==> config.mk <==
export PLATFORM = sky130hd
export DESIGN_NAME = ahb_slave_interface_flat
export DESIGN_NICKNAME = d
export VERILOG_FILES = /design/src/rtl/ahb_slave_interface_if.sv /design/src/rtl/ahb_slave_interface.sv /design/src/flat_wrapper.sv
export SDC_FILE = /design/constraint.sdc
export NUM_CORES = 1
export LEC_CHECK = 0
export CAP_MARGIN = 20
export CORE_AREA = 3 3 120 122
export DETAILED_ROUTE_END_ITERATION = 10
export DIE_AREA = 0 0 123 125
export HOLD_SLACK_MARGIN = 0.1
export MAX_ROUTING_LAYER = met4
export PLACE_DENSITY = 0.8
export SLEW_MARGIN = 20
export SYNTH_ARGS = -nofsm -noshare
export SYNTH_HDL_FRONTEND = slang
export SYNTH_SLANG_ARGS = --single-unit
==> constraint.sdc <==
create_clock -name Hclk -period 2.05 [get_ports Hclk]
set_input_delay 0.41 -clock Hclk [delete_from_list [all_inputs] [get_ports Hclk]]
set_output_delay 0.41 -clock Hclk [all_outputs]
set_load 0.03 [all_outputs]
==> src/rtl/ahb_slave_interface_if.sv <==
// AHB slave-side bundle between the bus/master and the bridge front end.
// Latency: none, wiring only.
// Backpressure: none here; stalls are carried by Hreadyin and err_hold.
// Ports: master drives Hwrite/Hreadyin/Htrans/Hsize/Haddr/Hwdata/Prdata,
//        slave drives decode, pipeline, read data and error response.
interface ahb_slave_interface_if;
    logic        Hwrite;
    logic        Hreadyin;
    logic [1:0]  Htrans;
    logic [2:0]  Hsize;
    logic [31:0] Haddr;
    logic [31:0] Hwdata;
    logic [31:0] Prdata;

    logic        valid;
    logic [2:0]  tempselx;
    logic [31:0] Haddr1;
    logic [31:0] Haddr2;
    logic [31:0] Hwdata1;
    logic [31:0] Hwdata2;
    logic        Hwritereg;
    logic [31:0] Hrdata;
    logic [1:0]  Hresp;
    logic        err_hold;
    logic [7:0]  err_count;

    modport slave (
        input  Hwrite, Hreadyin, Htrans, Hsize, Haddr, Hwdata, Prdata,
        output valid, tempselx, Haddr1, Haddr2, Hwdata1, Hwdata2,
               Hwritereg, Hrdata, Hresp, err_hold, err_count
    );

    modport master (
        output Hwrite, Hreadyin, Htrans, Hsize, Haddr, Hwdata, Prdata,
        input  valid, tempselx, Haddr1, Haddr2, Hwdata1, Hwdata2,
               Hwritereg, Hrdata, Hresp, err_hold, err_count
    );
endinterface

==> src/rtl/ahb_slave_interface.sv <==
// AHB front end of the AHB-to-APB bridge: qualify, decode, pipeline, ERROR response.
// Latency: valid/tempselx/Hrdata combinational; Haddr1/Hwritereg 1 cycle, Haddr2 2 cycles.
// Backpressure: pipeline frozen while Hreadyin=0; err_hold stalls the master in ERR1.
// Ports: Hclk, Hreset (sync, active-high), bus (ahb_slave_interface_if.slave).
module ahb_slave_interface #(
    parameter logic [31:0] S0_BASE     = 32'h8000_0000,
    parameter logic [31:0] S1_BASE     = 32'h8400_0000,
    parameter logic [31:0] S2_BASE     = 32'h8800_0000,
    parameter int          REGION_LOG2 = 26
) (
    input  logic                   Hclk,
    input  logic                   Hreset,
    ahb_slave_interface_if.slave   bus
);

    typedef enum logic [1:0] {
        ST_IDLE = 2'd0,
        ST_ERR1 = 2'd1,
        ST_ERR2 = 2'd2
    } state_t;

    state_t      state;
    logic [1:0]  hresp_q;
    logic        err_hold_q;
    logic [7:0]  err_count_q;

    logic [31:0] haddr1_q, haddr2_q, hwdata1_q, hwdata2_q;
    logic        hwritereg_q;

    logic        active;
    logic [2:0]  sel;
    logic        misaligned;
    logic        illegal;

    // Only NONSEQ/SEQ with HREADY high form a real address phase.
    assign active = bus.Hreadyin & bus.Htrans[1];

    always_comb begin
        sel = 3'b000;
        if (bus.Haddr[31:REGION_LOG2] == S0_BASE[31:REGION_LOG2])
            sel = 3'b001;
        else if (bus.Haddr[31:REGION_LOG2] == S1_BASE[31:REGION_LOG2])
            sel = 3'b010;
        else if (bus.Haddr[31:REGION_LOG2] == S2_BASE[31:REGION_LOG2])
            sel = 3'b100;
    end

    assign misaligned = ((bus.Hsize == 3'd1) && bus.Haddr[0]) ||
                        ((bus.Hsize == 3'd2) && (bus.Haddr[1:0] != 2'b00));

    assign illegal = active & ((sel == 3'b000) | (bus.Hsize > 3'd2) | misaligned);

    // ERR1 ignores the bus entirely; ERR2 evaluates the new phase normally.
    assign bus.valid    = active & ~illegal & (state != ST_ERR1) & ~Hreset;
    assign bus.tempselx = sel;
    assign bus.Hrdata   = bus.Prdata;

    // Error FSM with registered response outputs.
    always_ff @(posedge Hclk) begin
        if (Hreset) begin
            state       <= ST_IDLE;
            hresp_q     <= 2'b00;
            err_hold_q  <= 1'b0;
            err_count_q <= 8'd0;
        end else begin
            case (state)
                ST_ERR1: begin
                    state      <= ST_ERR2;
                    hresp_q    <= 2'b01;
                    err_hold_q <= 1'b0;
                end
                default: begin
                    if (illegal) begin
                        state      <= ST_ERR1;
                        hresp_q    <= 2'b01;
                        err_hold_q <= 1'b1;
                        if (err_count_q != 8'hFF)
                            err_count_q <= err_count_q + 8'd1;
                    end else begin
                        state      <= ST_IDLE;
                        hresp_q    <= 2'b00;
                        err_hold_q <= 1'b0;
                    end
                end
            endcase
        end
    end

    // Address/data/direction pipeline for the APB controller.
    always_ff @(posedge Hclk) begin
        if (Hreset) begin
            haddr1_q    <= 32'd0;
            haddr2_q    <= 32'd0;
            hwdata1_q   <= 32'd0;
            hwdata2_q   <= 32'd0;
            hwritereg_q <= 1'b0;
        end else if (bus.Hreadyin) begin
            haddr1_q    <= bus.Haddr;
            haddr2_q    <= haddr1_q;
            hwdata1_q   <= bus.Hwdata;
            hwdata2_q   <= hwdata1_q;
            hwritereg_q <= bus.Hwrite;
        end
    end

    assign bus.Haddr1    = haddr1_q;
    assign bus.Haddr2    = haddr2_q;
    assign bus.Hwdata1   = hwdata1_q;
    assign bus.Hwdata2   = hwdata2_q;
    assign bus.Hwritereg = hwritereg_q;
    assign bus.Hresp     = hresp_q;
    assign bus.err_hold  = err_hold_q;
    assign bus.err_count = err_count_q;

endmodule

==> src/flat_wrapper.sv <==
// flat-port wrapper written by rule: the top's interface ports become plain ports
module ahb_slave_interface_flat 
#(
    parameter logic [31:0] S0_BASE     = 32'h8000_0000,
    parameter logic [31:0] S1_BASE     = 32'h8400_0000,
    parameter logic [31:0] S2_BASE     = 32'h8800_0000,
    parameter int          REGION_LOG2 = 26
)
  (Hclk, Hreset, bus_Hwrite, bus_Hreadyin, bus_Htrans, bus_Hsize, bus_Haddr, bus_Hwdata, bus_Prdata, bus_valid, bus_tempselx, bus_Haddr1, bus_Haddr2, bus_Hwdata1, bus_Hwdata2, bus_Hwritereg, bus_Hrdata, bus_Hresp, bus_err_hold, bus_err_count);
  ahb_slave_interface_if bus_i ();
  input  logic Hclk;
  input  logic Hreset;
  input wire logic [$bits(bus_i.Hwrite)-1:0] bus_Hwrite;
  input wire logic [$bits(bus_i.Hreadyin)-1:0] bus_Hreadyin;
  input wire logic [$bits(bus_i.Htrans)-1:0] bus_Htrans;
  input wire logic [$bits(bus_i.Hsize)-1:0] bus_Hsize;
  input wire logic [$bits(bus_i.Haddr)-1:0] bus_Haddr;
  input wire logic [$bits(bus_i.Hwdata)-1:0] bus_Hwdata;
  input wire logic [$bits(bus_i.Prdata)-1:0] bus_Prdata;
  output wire logic [$bits(bus_i.valid)-1:0] bus_valid;
  output wire logic [$bits(bus_i.tempselx)-1:0] bus_tempselx;
  output wire logic [$bits(bus_i.Haddr1)-1:0] bus_Haddr1;
  output wire logic [$bits(bus_i.Haddr2)-1:0] bus_Haddr2;
  output wire logic [$bits(bus_i.Hwdata1)-1:0] bus_Hwdata1;
  output wire logic [$bits(bus_i.Hwdata2)-1:0] bus_Hwdata2;
  output wire logic [$bits(bus_i.Hwritereg)-1:0] bus_Hwritereg;
  output wire logic [$bits(bus_i.Hrdata)-1:0] bus_Hrdata;
  output wire logic [$bits(bus_i.Hresp)-1:0] bus_Hresp;
  output wire logic [$bits(bus_i.err_hold)-1:0] bus_err_hold;
  output wire logic [$bits(bus_i.err_count)-1:0] bus_err_count;
  assign bus_i.Hwrite = bus_Hwrite;
  assign bus_i.Hreadyin = bus_Hreadyin;
  assign bus_i.Htrans = bus_Htrans;
  assign bus_i.Hsize = bus_Hsize;
  assign bus_i.Haddr = bus_Haddr;
  assign bus_i.Hwdata = bus_Hwdata;
  assign bus_i.Prdata = bus_Prdata;
  assign bus_valid = bus_i.valid;
  assign bus_tempselx = bus_i.tempselx;
  assign bus_Haddr1 = bus_i.Haddr1;
  assign bus_Haddr2 = bus_i.Haddr2;
  assign bus_Hwdata1 = bus_i.Hwdata1;
  assign bus_Hwdata2 = bus_i.Hwdata2;
  assign bus_Hwritereg = bus_i.Hwritereg;
  assign bus_Hrdata = bus_i.Hrdata;
  assign bus_Hresp = bus_i.Hresp;
  assign bus_err_hold = bus_i.err_hold;
  assign bus_err_count = bus_i.err_count;
  ahb_slave_interface #(.S0_BASE(S0_BASE), .S1_BASE(S1_BASE), .S2_BASE(S2_BASE), .REGION_LOG2(REGION_LOG2)) u_core (.Hclk(Hclk), .Hreset(Hreset), .bus(bus_i));
endmodule
==> results.md, run 1 <==
- Post-synth EDFFs: 0
- Global route overflow: 0
- Post-synth ARST share: 0%
- Largest net degree at the start of global routing: 140
- Synth Net Count: 626
- Vias in the first global route: 4,501
- Ys flop type: dfxtp_1
- H-tree depth: 4
- I/O pin total: roughly 280
- GR Util All Layers: 19.3%
- Clock Sinks: 140
- Mean Syn Cell Area: 10.3 um2
- Tool Error: [ERROR DRT-0255] Maze Route cannot find path of net bus_Prdata[8] in worker of routeBox ( 96600 0 ) ( 123000 48300 ).
- Ys Warns: 0
- Total CTS buffers: 17
- Unique masters post-synth: 37
- Mapped cell area: ~5400 um2
- Chip Height: about 130 um
- Die Wd: between 100 and 150 um
- Post-Syn Instances: 520
- Worst setup endpoint GRT: bus_valid
- Root Driver: clkbuf_16
- Synth Register Bits: 140
- Sequential area share after synthesis: 52.3%
- Outcome: stopped before the end
- First-pass GRT wire length: 22,700 um
- Initial antenna violation count: 0
- Initial Util: 40.3%
- Final GP Congestion: 0.818
- Halt Stage: detailed routing
- DPL Wire Length: roughly 10,000 um
- # port buffers: 214
- Cell count after placement: 864
- Worst-path end type: output port
- Cts hold-fix bufs: 0
- Max clock buf depth: 2
- Num rows: 42
==> synth_stat cells (2+ instances only) <==
master	instances	share of area, %
o31ai_1	2	0.28
nand2_1	2	0.14
nor3b_1	2	0.28
buf_4	33	4.6
dfxtp_1	140	52
buf_1	3	0.21
inv_1	2	0.14
o31a_1	2	0.33
mux2i_1	129	24
clkbuf_1	15	1.0
or4_1	3	0.42
nor3_1	5	0.47
nor2_1	133	9.3
nand3_1	4	0.37
a21oi_1	5	0.47
nor4_1	2	0.23
o21a_1	2	0.28
o41ai_1	2	0.33
buf_2	14	1.3
nand4_1	2	0.23
nand2b_1	2	0.23
==> per-stage QoR <==
step	utilization (%)	area, um2	hold WS (ns)	worst slack [ns]	TNS, ns
global placement	56.6	7520	0.472	-0.409	-2.64
detailed placement	56.6	7520	0.480	-0.397	-3.01
floorplan	-	5380	0.512	0.0125	0
CTS	61.7	8210	0.260	0.00318	0
global route	61.8	8220	0.269	-0.00373	-0.00373
==> repair_timing <==
action                     in CTS  in global routing
setup buffers                   2                  0
setup endpoints to repair       4                  2
gates resized for setup        28                  3
pin swaps                       6                  1
==> cell families after synthesis <==
group	share of synthesized area, %
AO/OA/AOI/OAI	3.01
adder cells (fa/ha/maj)	0.233
buffers and inverters	7.33
flip-flops	52.3
multiplexers	24.3
other	0.0699
AND/OR/NAND/NOR	12.8
==> layer usage <==
layer and global-route usage (%):
met1 20.1, met2 32.4, met3 7.05, met4 8.79, met5 -
==> run 2: changes to the inputs <==
--- a/config.mk
+++ b/config.mk
@@ -6,12 +6,10 @@
 export NUM_CORES = 1
 export LEC_CHECK = 0
 export CAP_MARGIN = 20
-export CORE_AREA = 3 3 120 122
+export CORE_AREA = 3 3 138 140
 export DETAILED_ROUTE_END_ITERATION = 10
-export DIE_AREA = 0 0 123 125
-export HOLD_SLACK_MARGIN = 0.1
-export MAX_ROUTING_LAYER = met4
-export PLACE_DENSITY = 0.8
+export DIE_AREA = 0 0 141 143
+export PLACE_DENSITY_LB_ADDON = 0.15
 export SLEW_MARGIN = 20
 export SYNTH_ARGS = -nofsm -noshare
 export SYNTH_HDL_FRONTEND = slang
==> run 2 against run 1 <==
The flow now finishes without violations. Global-route usage decreased by 5.1 points. Synthesized cell count did not move. Area after synthesis is the same.
==> results.md, run 2 <==
- Routed length per instance: 15.2 um
- H-tree depth: 4 (unchanged)
- Power Total: 7.06 mW
- TritonCTS clock tree: done
- Via count: approximately 4,300
- Synth Register Bits: 140 (unchanged)
- Synth Net Count: 626 (unchanged)
- Global route overflow: 0 (unchanged)
- Post-synth EDFFs: 0 (unchanged)
- Setup Skew: 0.00685 ns
- Vias in the first global route: 4,434 (was 4,501)
- Unrepaired setup endpoints after global routing: false
- Setup violators final: 0
- Leakage: 3.46 nW
- Final GP Congestion: 0.771 (was 0.818)
- Largest cells by area after synthesis: dfxtp_1 52%, mux2i_1 24%, nor2_1 9.3%, buf_4 4.6%, buf_2 1.3% (unchanged)
- Max clock buf depth: 2 (unchanged)
- Outcome: finished, final reports clean (was stopped before the end)
- Crit-path slowest cell: clkdlybuf4s50_1
- Post-Syn Instances: 520 (unchanged)
- Buf/Inv on CP: 1
- Initial antenna violation count: 0 (unchanged)
- DPL Wire Length: 10,400 um (was 10,200 um)
- Mapped cell area: 5360 um2 (unchanged)
- Post-synth ARST share: 0% (unchanged)
- Post-route ant nets: 0
- Core area: 18,000 um2
- Part of the cycle the worst path needs: 97.0%
- Cell taking the most area after synthesis: dfxtp_1 (unchanged)
- FF-to-FF setup slack: 0.29 ns
- Max Cap Viol: 0
- Setup WS pre-CTS: -0.512 ns (was -0.397 ns)
- Commonest cells after routing, fill and taps aside: 197 x clkdlybuf4s50_1, 140 x dfxtp_1, 133 x nor2_1, 129 x mux2i_1, 26 x buf_4
- Largest net degree at the start of global routing: 74 (was 140)
- Worst setup path class: reg2out
- Crit start category: flop
- Drc violations: 0
- Sequential area share after synthesis: 52.3% (unchanged)
- Min Clock Period, post-route: 1.99 ns
- Worst skew pair latency: roughly 0.41 ns
- Root Driver: clkbuf_16 (unchanged)
- Final hold viol count: 0
- Slew Limit Headroom: 48.8%
- Diodes inserted: 0
- CP max FO: 7
- Critical Path, Cell by Cell: clkdlybuf4s50_1
- Num rows: 49 (was 42)
- Final core occ: 45.9%
- Ys Warns: 0 (unchanged)
- Initial Util: 29.9% (was 40.3%)
- Die Footprint: approximately 20,000 um2
- WP data required: between 1.5 and 2 ns
- WHS: approximately 0.31 ns
- Via density: 4.48
- I/O pin total: 281 (unchanged)
- # port buffers: 214 (unchanged)
- HP Class: in2reg
- Drt pass-1 iters: 4
- Layout fillers: 1,637
- Mean Syn Cell Area: 10.3 um2 (unchanged)
- Reg clk slew, reported paths: about 0.060 ns
- Synth-to-layout area growth: 53.7%
- PD cells: between 800 and 900 nW/um2
- Pins over their slew limit: 0
- Layout cell share with drive strength beyond 1: 10.6%
- First DRT Iteration DRCs: 168
- Drt total wl: 14,500 um
- Critical Path AT: 1.58 ns
- Setup TNS: 0 ns
- Pin slew with the least headroom to its limit: 0.769 ns
- Unique masters post-synth: 37 (unchanged)
- Most common cell in the netlist: dfxtp_1 (unchanged)
- Die Wd: 141 um (was 123 um)
- Clock Sinks: 140 (unchanged)
- Worst VDD drop: 539 uV
- Nets@finish: 818
- GR Util All Layers: 14.2% (was 19.3%)
- Chip Height: 143 um (was 125 um)
- Total CTS buffers: 17 (unchanged)
- First-pass GRT wire length: 22,800 um (was 22,700 um)
- Maximum clock frequency: 503 MHz
- Top cells by count, synth: 140 x dfxtp_1, 133 x nor2_1, 129 x mux2i_1, 33 x buf_4, 15 x clkbuf_1 (unchanged)
- CP Capture Type: output port
- CP delay by family, top: buffers and inverters
- Fin worst setup slack: 0.0609 ns
- Yosys top cell area share: 52.3% (unchanged)
- Ys flop type: dfxtp_1 (unchanged)
- Crit path largest cell delay: 0.73 ns
- Commonest non-fill, non-tap cell in the layout: clkdlybuf4s50_1
## run 2: through the flow
| step | area (um2) | std cells |
|---|---|---|
| global placement | 7600 | 918 |
| CTS | 8230 | 952 |
| global route | 8240 | 953 |
| finish | 8240 | 953 |
| floorplan | 5380 | 520 |
| detailed placement | 7600 | 918 |
## run 2: path summary, 6_finish.rpt
check	end	depth (start not counted)	from
max	bus_err_count[4]	1	u_core.bus.err_count[4]$_SDFFE_PP0P_
max reg2reg	u_core.bus.err_count[5]$_SDFFE_PP0P_	5	u_core.bus.err_count[0]$_SDFFE_PP0P_
min	u_core.bus.Haddr1[28]$_SDFFE_PP0P_	3	bus_Haddr[28]
min reg2reg	u_core.bus.Hwdata2[18]$_SDFFE_PP0P_	2	u_core.bus.Hwdata2[18]$_SDFFE_PP0P_
## run 2: cell families (layout without fill, tap and decap cells)
kind of cell / Yosys count / count (layout) / share of synthesized area [%]
adders and majority gates: 1 / 1 / 0.233
buffers and inverters: 67 / 271 / 7.33
other: 1 / 1 / 0.0699
DFF: 140 / 140 / 52.3
AOI/OAI and AO/OA: 20 / 20 / 3.01
muxes: 130 / 130 / 24.3
and+or+nand+nor: 161 / 161 / 12.8
## run 2: repair_timing
action | CTS | global route
gates resized for setup | 29 | 2
pin swaps | 6 | 3
hold buffers | 0 | 0
setup endpoints to repair | 4 | 1
setup buffers | 3 | 1
## run 2: final cells by class
type                            count  area, um2  share of cell area, %
Clock buffer                       20        457                   5.54
Timing Repair Buffer              238       2320                   28.2
Tap cell                          229        287                   3.48
Clock inverter                     11        144                   1.75
Multi-Input combinational cell    313       2220                   27.0
Inverter                            2       7.51                 0.0911
Sequential cell                   140       2800                   34.0
## run 2: metal layers
metal | global-route usage [%] | wire length (um) | up-vias
met4 | 6.17 | 302 | 0
met3 | 6.76 | 1520 | 28
met5 | 0 | 0 | -
li1 | - | - | 2116
met2 | 22.0 | 6390 | 163
met1 | 16.8 | 6280 | 1963
## run 2: report_power, final
| part | internal, mW | switching (mW) |
|---|---|---|
| combinational | 0.479 | 0.537 |
| clock | 1.97 | 1.14 |
| sequential | 2.85 | 0.0835 |
Note: power is estimated with default switching activity, not from simulation.
==> RTL change 1: new RTL, settings of run 2 <==
`REGION_LOG2` is set to 26 in 2 places; all go to 13.
--- a/src/rtl/ahb_slave_interface.sv
+++ b/src/rtl/ahb_slave_interface.sv
@@ -7,5 +7,5 @@
     parameter logic [31:0] S1_BASE     = 32'h8400_0000,
     parameter logic [31:0] S2_BASE     = 32'h8800_0000,
-    parameter int          REGION_LOG2 = 26
+    parameter int          REGION_LOG2 = 13
 ) (
     input  logic                   Hclk,
--- a/src/flat_wrapper.sv
+++ b/src/flat_wrapper.sv
@@ -5,5 +5,5 @@
     parameter logic [31:0] S1_BASE     = 32'h8400_0000,
     parameter logic [31:0] S2_BASE     = 32'h8800_0000,
-    parameter int          REGION_LOG2 = 26
+    parameter int          REGION_LOG2 = 13
 )
   (Hclk, Hreset, bus_Hwrite, bus_Hreadyin, bus_Htrans, bus_Hsize, bus_Haddr, bus_Hwdata, bus_Prdata, bus_valid, bus_tempselx, bus_Haddr1, bus_Haddr2, bus_Hwdata1, bus_Hwdata2, bus_Hwritereg, bus_Hrdata, bus_Hresp, bus_err_hold, bus_err_count);
Behaviour: not the same (Yosys sat finds a counterexample within 4 cycles, from zero or initial values and one cycle with Hreset high).
==> RTL change 1 against run 2 <==
- wire length decreased by 2.0%
- power increased by 3.7%
- clock skew decreased by 0.97 ps
- worst setup slack got worse by 54 ps
- design area increased by 2.0%
- register-to-register slack got worse by 40 ps
- sequential power about the same
- sequential cell count unchanged
- area after synthesis increased by 0.40%
- synthesized cell count increased by 1.2%
- clock power increased by 8.0%
==> RTL change 1: results (changes against run 2) <==
The highest layer touched by signal routing is met4. The sequential share of the synthesized area was 52.1% (-0.21 points); the highest net fanout along the worst path was 2 (-5). The total internal power is 5510 uW (+4.0%). Ranked by total cell area, the synthesized netlist is headed by sky130_fd_sc_hd__dfxtp_1, sky130_fd_sc_hd__mux2i_1, sky130_fd_sc_hd__nor2_1. The run gives 632 (+0.96%) as the total nets after synthesis.

The path class of the tightest hold or removal check is in -> reg. The number of enable flip-flop cells after synthesis came out at 0 (unchanged). The CTS H-tree depth was 4 (unchanged). The worst-case clock skew is 5.88 ps (-0.970 ps), and the worst path arrival time is 1630 ps (+50 ps). Fraction of final layout cells sized beyond drive strength 1: 12.9% (+2.2 points).

The logs give 2 (unchanged) for the buffer levels on the longest clock path and 1510 um (-0.53%) for the sum of met3 wire segment lengths after detailed routing. The post-placement setup slack was -427 ps (+85.6 ps); the global-route total usage across every layer was 13.9% (-0.33 points). The tools report the start point of the critical path as bus_Haddr[27]. The length of routed wiring on met1 is 6110 um (-2.7%), and the global placer's final weighted congestion is 0.739 (-4.1%). The logs give 0.589 mV (+9.3%) for the peak supply drop and 43.9% (-4.9 points) for the worst slew margin relative to its limit.

Post-placement cell count: 927 (+0.98%). The number of antenna violations at the first check in global routing was 1 (+1); the clock buffer count from CTS was 17 (unchanged). The clock slew at the register clock pins of the worst setup and hold paths was 60 ps (about the same). Ratio of routed vias to standard cells: 4.43 (-1.0%). The slowest stage cell on the critical path is sky130_fd_sc_hd__clkdlybuf4s50_1. The total of warnings raised by yosys is 0 (unchanged), and the average wire per standard cell is 14.7 um (-3.6%). The number of input and output port buffers inserted was 214 (unchanged).

The number of detailed-route iterations in the first pass is 4 (unchanged), and the total number of vias is 4297 (+0.63%). Proportion of netlist area held by the largest area contributor: 52.1% (-0.21 points). The run gives 410 ps (about the same) as the source-to-sink clock delay at the later pin of the worst-skew pair. The run finished with clean final reports. For the total length of routed met2 wires, the log shows 6440 um (+0.80%). The number of violations reported at the end of detailed-routing iteration 0 is 124 (-26%).

The beginning of the worst hold path was bus_Haddr[14]. The worst register-to-register path begins at u_core.bus.err_count[0]. Via count of the first global-routing pass: 4249 (-4.2%). The logs give 0.00357 uW (+3.1%) for the leakage dissipation and 22300 um (-2.1%) for the first-pass GRT wire length. The post-synthesis area per instance works out to 10.2 um^2 (-0.75%). The commonest cells after synthesis are sky130_fd_sc_hd__dfxtp_1, sky130_fd_sc_hd__nor2_1, sky130_fd_sc_hd__mux2i_1. The highest cell delay on the worst timing path came out at 450 ps (-280 ps). The share of synthesized flip-flops with an asynchronous set or reset was 0% (unchanged); the total number of nets in the final design was 832 (+1.7%). The tools report the root buffer cell as sky130_fd_sc_hd__clkbuf_16. The logs give 36 (-2.7%) for the number of distinct standard cells referenced by the synthesized netlist and 9850 um (-5.7%) for the placed wire-length estimate. The tools report the maximum number of pins on one net before global-route repair as 140 (+89%).
-- RTL change 1: changes by cell type in the layout (fill, tap and decap cells not counted), sizes merged, moves of 3 or more --
cell,run 2,this run
buf,34,44
clkdlybuf4s15,1,5
clkdlybuf4s50,197,185
clkinv,7,3
dlygate4sd2,6,9
nand2,2,6
nor2,133,136
o21ai,1,4
or3,0,3
-- RTL change 1: layer usage --
| metal | global-route usage (%) | vias to the layer above |
|---|---|---|
| li1 | - | 2141 |
| met1 | 16.6 | 1977 |
| met2 | 21.7 | 164 |
| met3 | 7.37 | 15 |
| met4 | 4.23 | 0 |
| met5 | 0 | - |
-- RTL change 1: layout make-up --
class                      count  area (um^2)
timing repair buffer         246         2390
clock inverter                13          211
clock buffer                  19          433
sequential                   140         2800
tap                          229          287
multi-input combinational    321         2280
fill                        1646         9560
antenna                        1         2.50
-- RTL change 1: cell families (layout without fill, tap and decap cells) --
family,count (synthesis),in the layout,share of synthesized area (%)
AND/OR/NAND/NOR,169,169,13.5
flip-flops,140,140,52.1
multiplexers,130,130,24.2
buffers and inverters,65,278,7.27
AO/OA/AOI/OAI,18,18,2.32
XOR/XNOR,2,2,0.325
adder cells (fa/ha/maj),1,1,0.232
other,1,2,0.0697
-- RTL change 1: final timing paths --
check / to / slack (ps) / cells past startpoint
worst min-delay path: u_core.bus.Haddr1[14] / 250 / 3
worst max register to register: u_core.bus.err_count[7] / 250 / 7
worst min register to register: u_core.bus.Haddr2[25] / 500 / 2
worst max-delay path: bus_valid / 7 / 5
-- RTL change 1: power by group through the flow --
stage               combinational (uW)  sequential [uW]  clock [uW]
CTS                               1030             2930        3480
detailed placement                1030             2990           0
global route                      1100             2950        3590
finish                            1030             2930        3360
global placement                  1020             2990           0
floorplan                          422             3220           0
-- RTL change 1: what timing repair did --
action                     4_1_cts  5_1_grt
setup endpoints to repair        5        5
buffers inserted                 6        3
cloned                           0        0
gates resized for setup         51       16
pin swaps                       14       12
-- RTL change 1: worst max-delay path: cells and delay by family --
family          cells  cell delay, ps
buf+inv             2             600
simple gates        2             440
compound gates      1             180
-- RTL change 1: metrics by stage --
step / total power, uW / cell area, um^2
6_report: 7320 / 8410
5_1_grt: 7640 / 8410
4_1_cts: 7450 / 8350
3_5_place_dp: 4020 / 7650
3_3_place_gp: 4000 / 7650
2_1_floorplan: 3640 / 5400
==> RTL change 2: new RTL, config.mk and constraints of run 2 <==
Without the edit above. Re-encode `state_t` (3 states) as one-hot, 3 bits wide.
--- a/src/rtl/ahb_slave_interface.sv
+++ b/src/rtl/ahb_slave_interface.sv
@@ -14,8 +14,8 @@
 );
 
-    typedef enum logic [1:0] {
-        ST_IDLE = 2'd0,
-        ST_ERR1 = 2'd1,
-        ST_ERR2 = 2'd2
+    typedef enum logic [2:0] {
+        ST_IDLE = 3'b001,
+        ST_ERR1 = 3'b010,
+        ST_ERR2 = 3'b100
     } state_t;
 
Function: no difference found for any inputs over 10 cycles, from zero or initial values and one cycle with Hreset high; not proved beyond that.
==> RTL change 2 against run 2 <==
- the flow now finishes with violations (negative setup slack)
- wire length decreased by 3.0%
- design area decreased by 1.2%
- non-clock buffer count fell by 8
- first-iteration DRC count is 36% lower
- worst setup slack worse by 84 ps
- core utilization decreased by 0.54 points
- area after synthesis is 0.54% higher
- count of clock-buffer cells in the layout did not move
- via count is 0.80% lower
- fmax shrank 4.1%
- power shrank 1.1%
- sequential cell count is 1 higher
- highest routed layer unchanged
==> RTL change 2: results (changes against run 2) <==
The leakage dissipation is 0.00343 uW (-0.96%), and the final setup slack of the worst path is -23.4 ps (-84.3 ps). The number of standard cells after synthesis was 519 (-0.19%); the total nets after synthesis was 625 (-0.16%). The run finished, with violations left.

The logs give 1 (+1) for the setup-violating endpoint count in the final report and 0.743 (-3.6%) for the global placer's final weighted congestion. Via count of the first global-routing pass: 4144 (-6.5%). Broken down by cell family, the worst path's largest delay share belongs to simple AND/OR/NAND/NOR gates.

Ratio of routed vias to standard cells: 4.49 (+0.26%). The total number of vias was 4236 (-0.80%). The worst hold path terminates at u_core.bus.Haddr1[29]. The slew at the pin closest to its max-slew limit was 912 ps (+144 ps). The run gives 263 ps (-46.2 ps) as the worst hold slack. The tools report the global-route total usage across every layer as 13.7% (-0.46 points). The length of routed wiring on met1 is 5690 um (-9.4%).

The run gives 0.00751 mm^2 (-1.2%) as the placed standard-cell area. The tools report the post-CTS setup-driven buffer insertion count as 2 (-1). The post-cts sizing count was 23 (-21%); the first-pass GRT wire length was 22200 um (-2.7%).

The startpoint of the worst register-to-register path was u_core.bus.err_count[1]. The post-synthesis share of cell area spent on full adders, half adders and majority gates was 0.232% (-0.0012 points); the number of distinct standard cells referenced by the synthesized netlist was 36 (-2.7%). Ranked by instance count, the synthesized netlist is headed by sky130_fd_sc_hd__dfxtp_1, sky130_fd_sc_hd__nor2_1, sky130_fd_sc_hd__mux2i_1. The average wire per standard cell was 14.9 um (-1.9%); the met1 layer usage reported by global route was 15.5% (-1.3 points). The final reports fail on negative setup slack. The beginning of the worst hold path is bus_Haddr[29]. The placed wire-length estimate came out at 9670 um (-7.4%).

The fraction of the mapped netlist area in compound gates is 2.85% (-0.16 points). The post-placement setup slack is -410 ps (+103 ps). The maximum number of pins on one net before global-route repair is 130 (+76%).
[RTL change 2: cell type report]
type / instances / area, um^2
inverters: 1 / 3.75
clock inverters: 11 / 145
repair buffers: 230 / 2270
multi-input cells: 311 / 2180
well taps: 229 / 287
clock buffers: 20 / 437
flip-flops and latches: 141 / 2820
fillers: 1697 / 9820
[RTL change 2: worst max path at each step]
stage                   from        end  slack, ps
2_1_floorplan  bus_Haddr[28]  bus_valid       -200
3_3_place_gp   bus_Haddr[28]  bus_valid       -390
3_5_place_dp   bus_Haddr[28]  bus_valid       -410
4_1_cts        bus_Haddr[30]  bus_valid       -100
5_1_grt        bus_Haddr[30]  bus_valid        -70
6_report       bus_Haddr[30]  bus_valid        -20
[RTL change 2: report_power, final]
| group | switching (uW) | internal [uW] |
|---|---|---|
| logic | 523 | 474 |
| clock network | 1130 | 1900 |
| registers | 83.6 | 2870 |
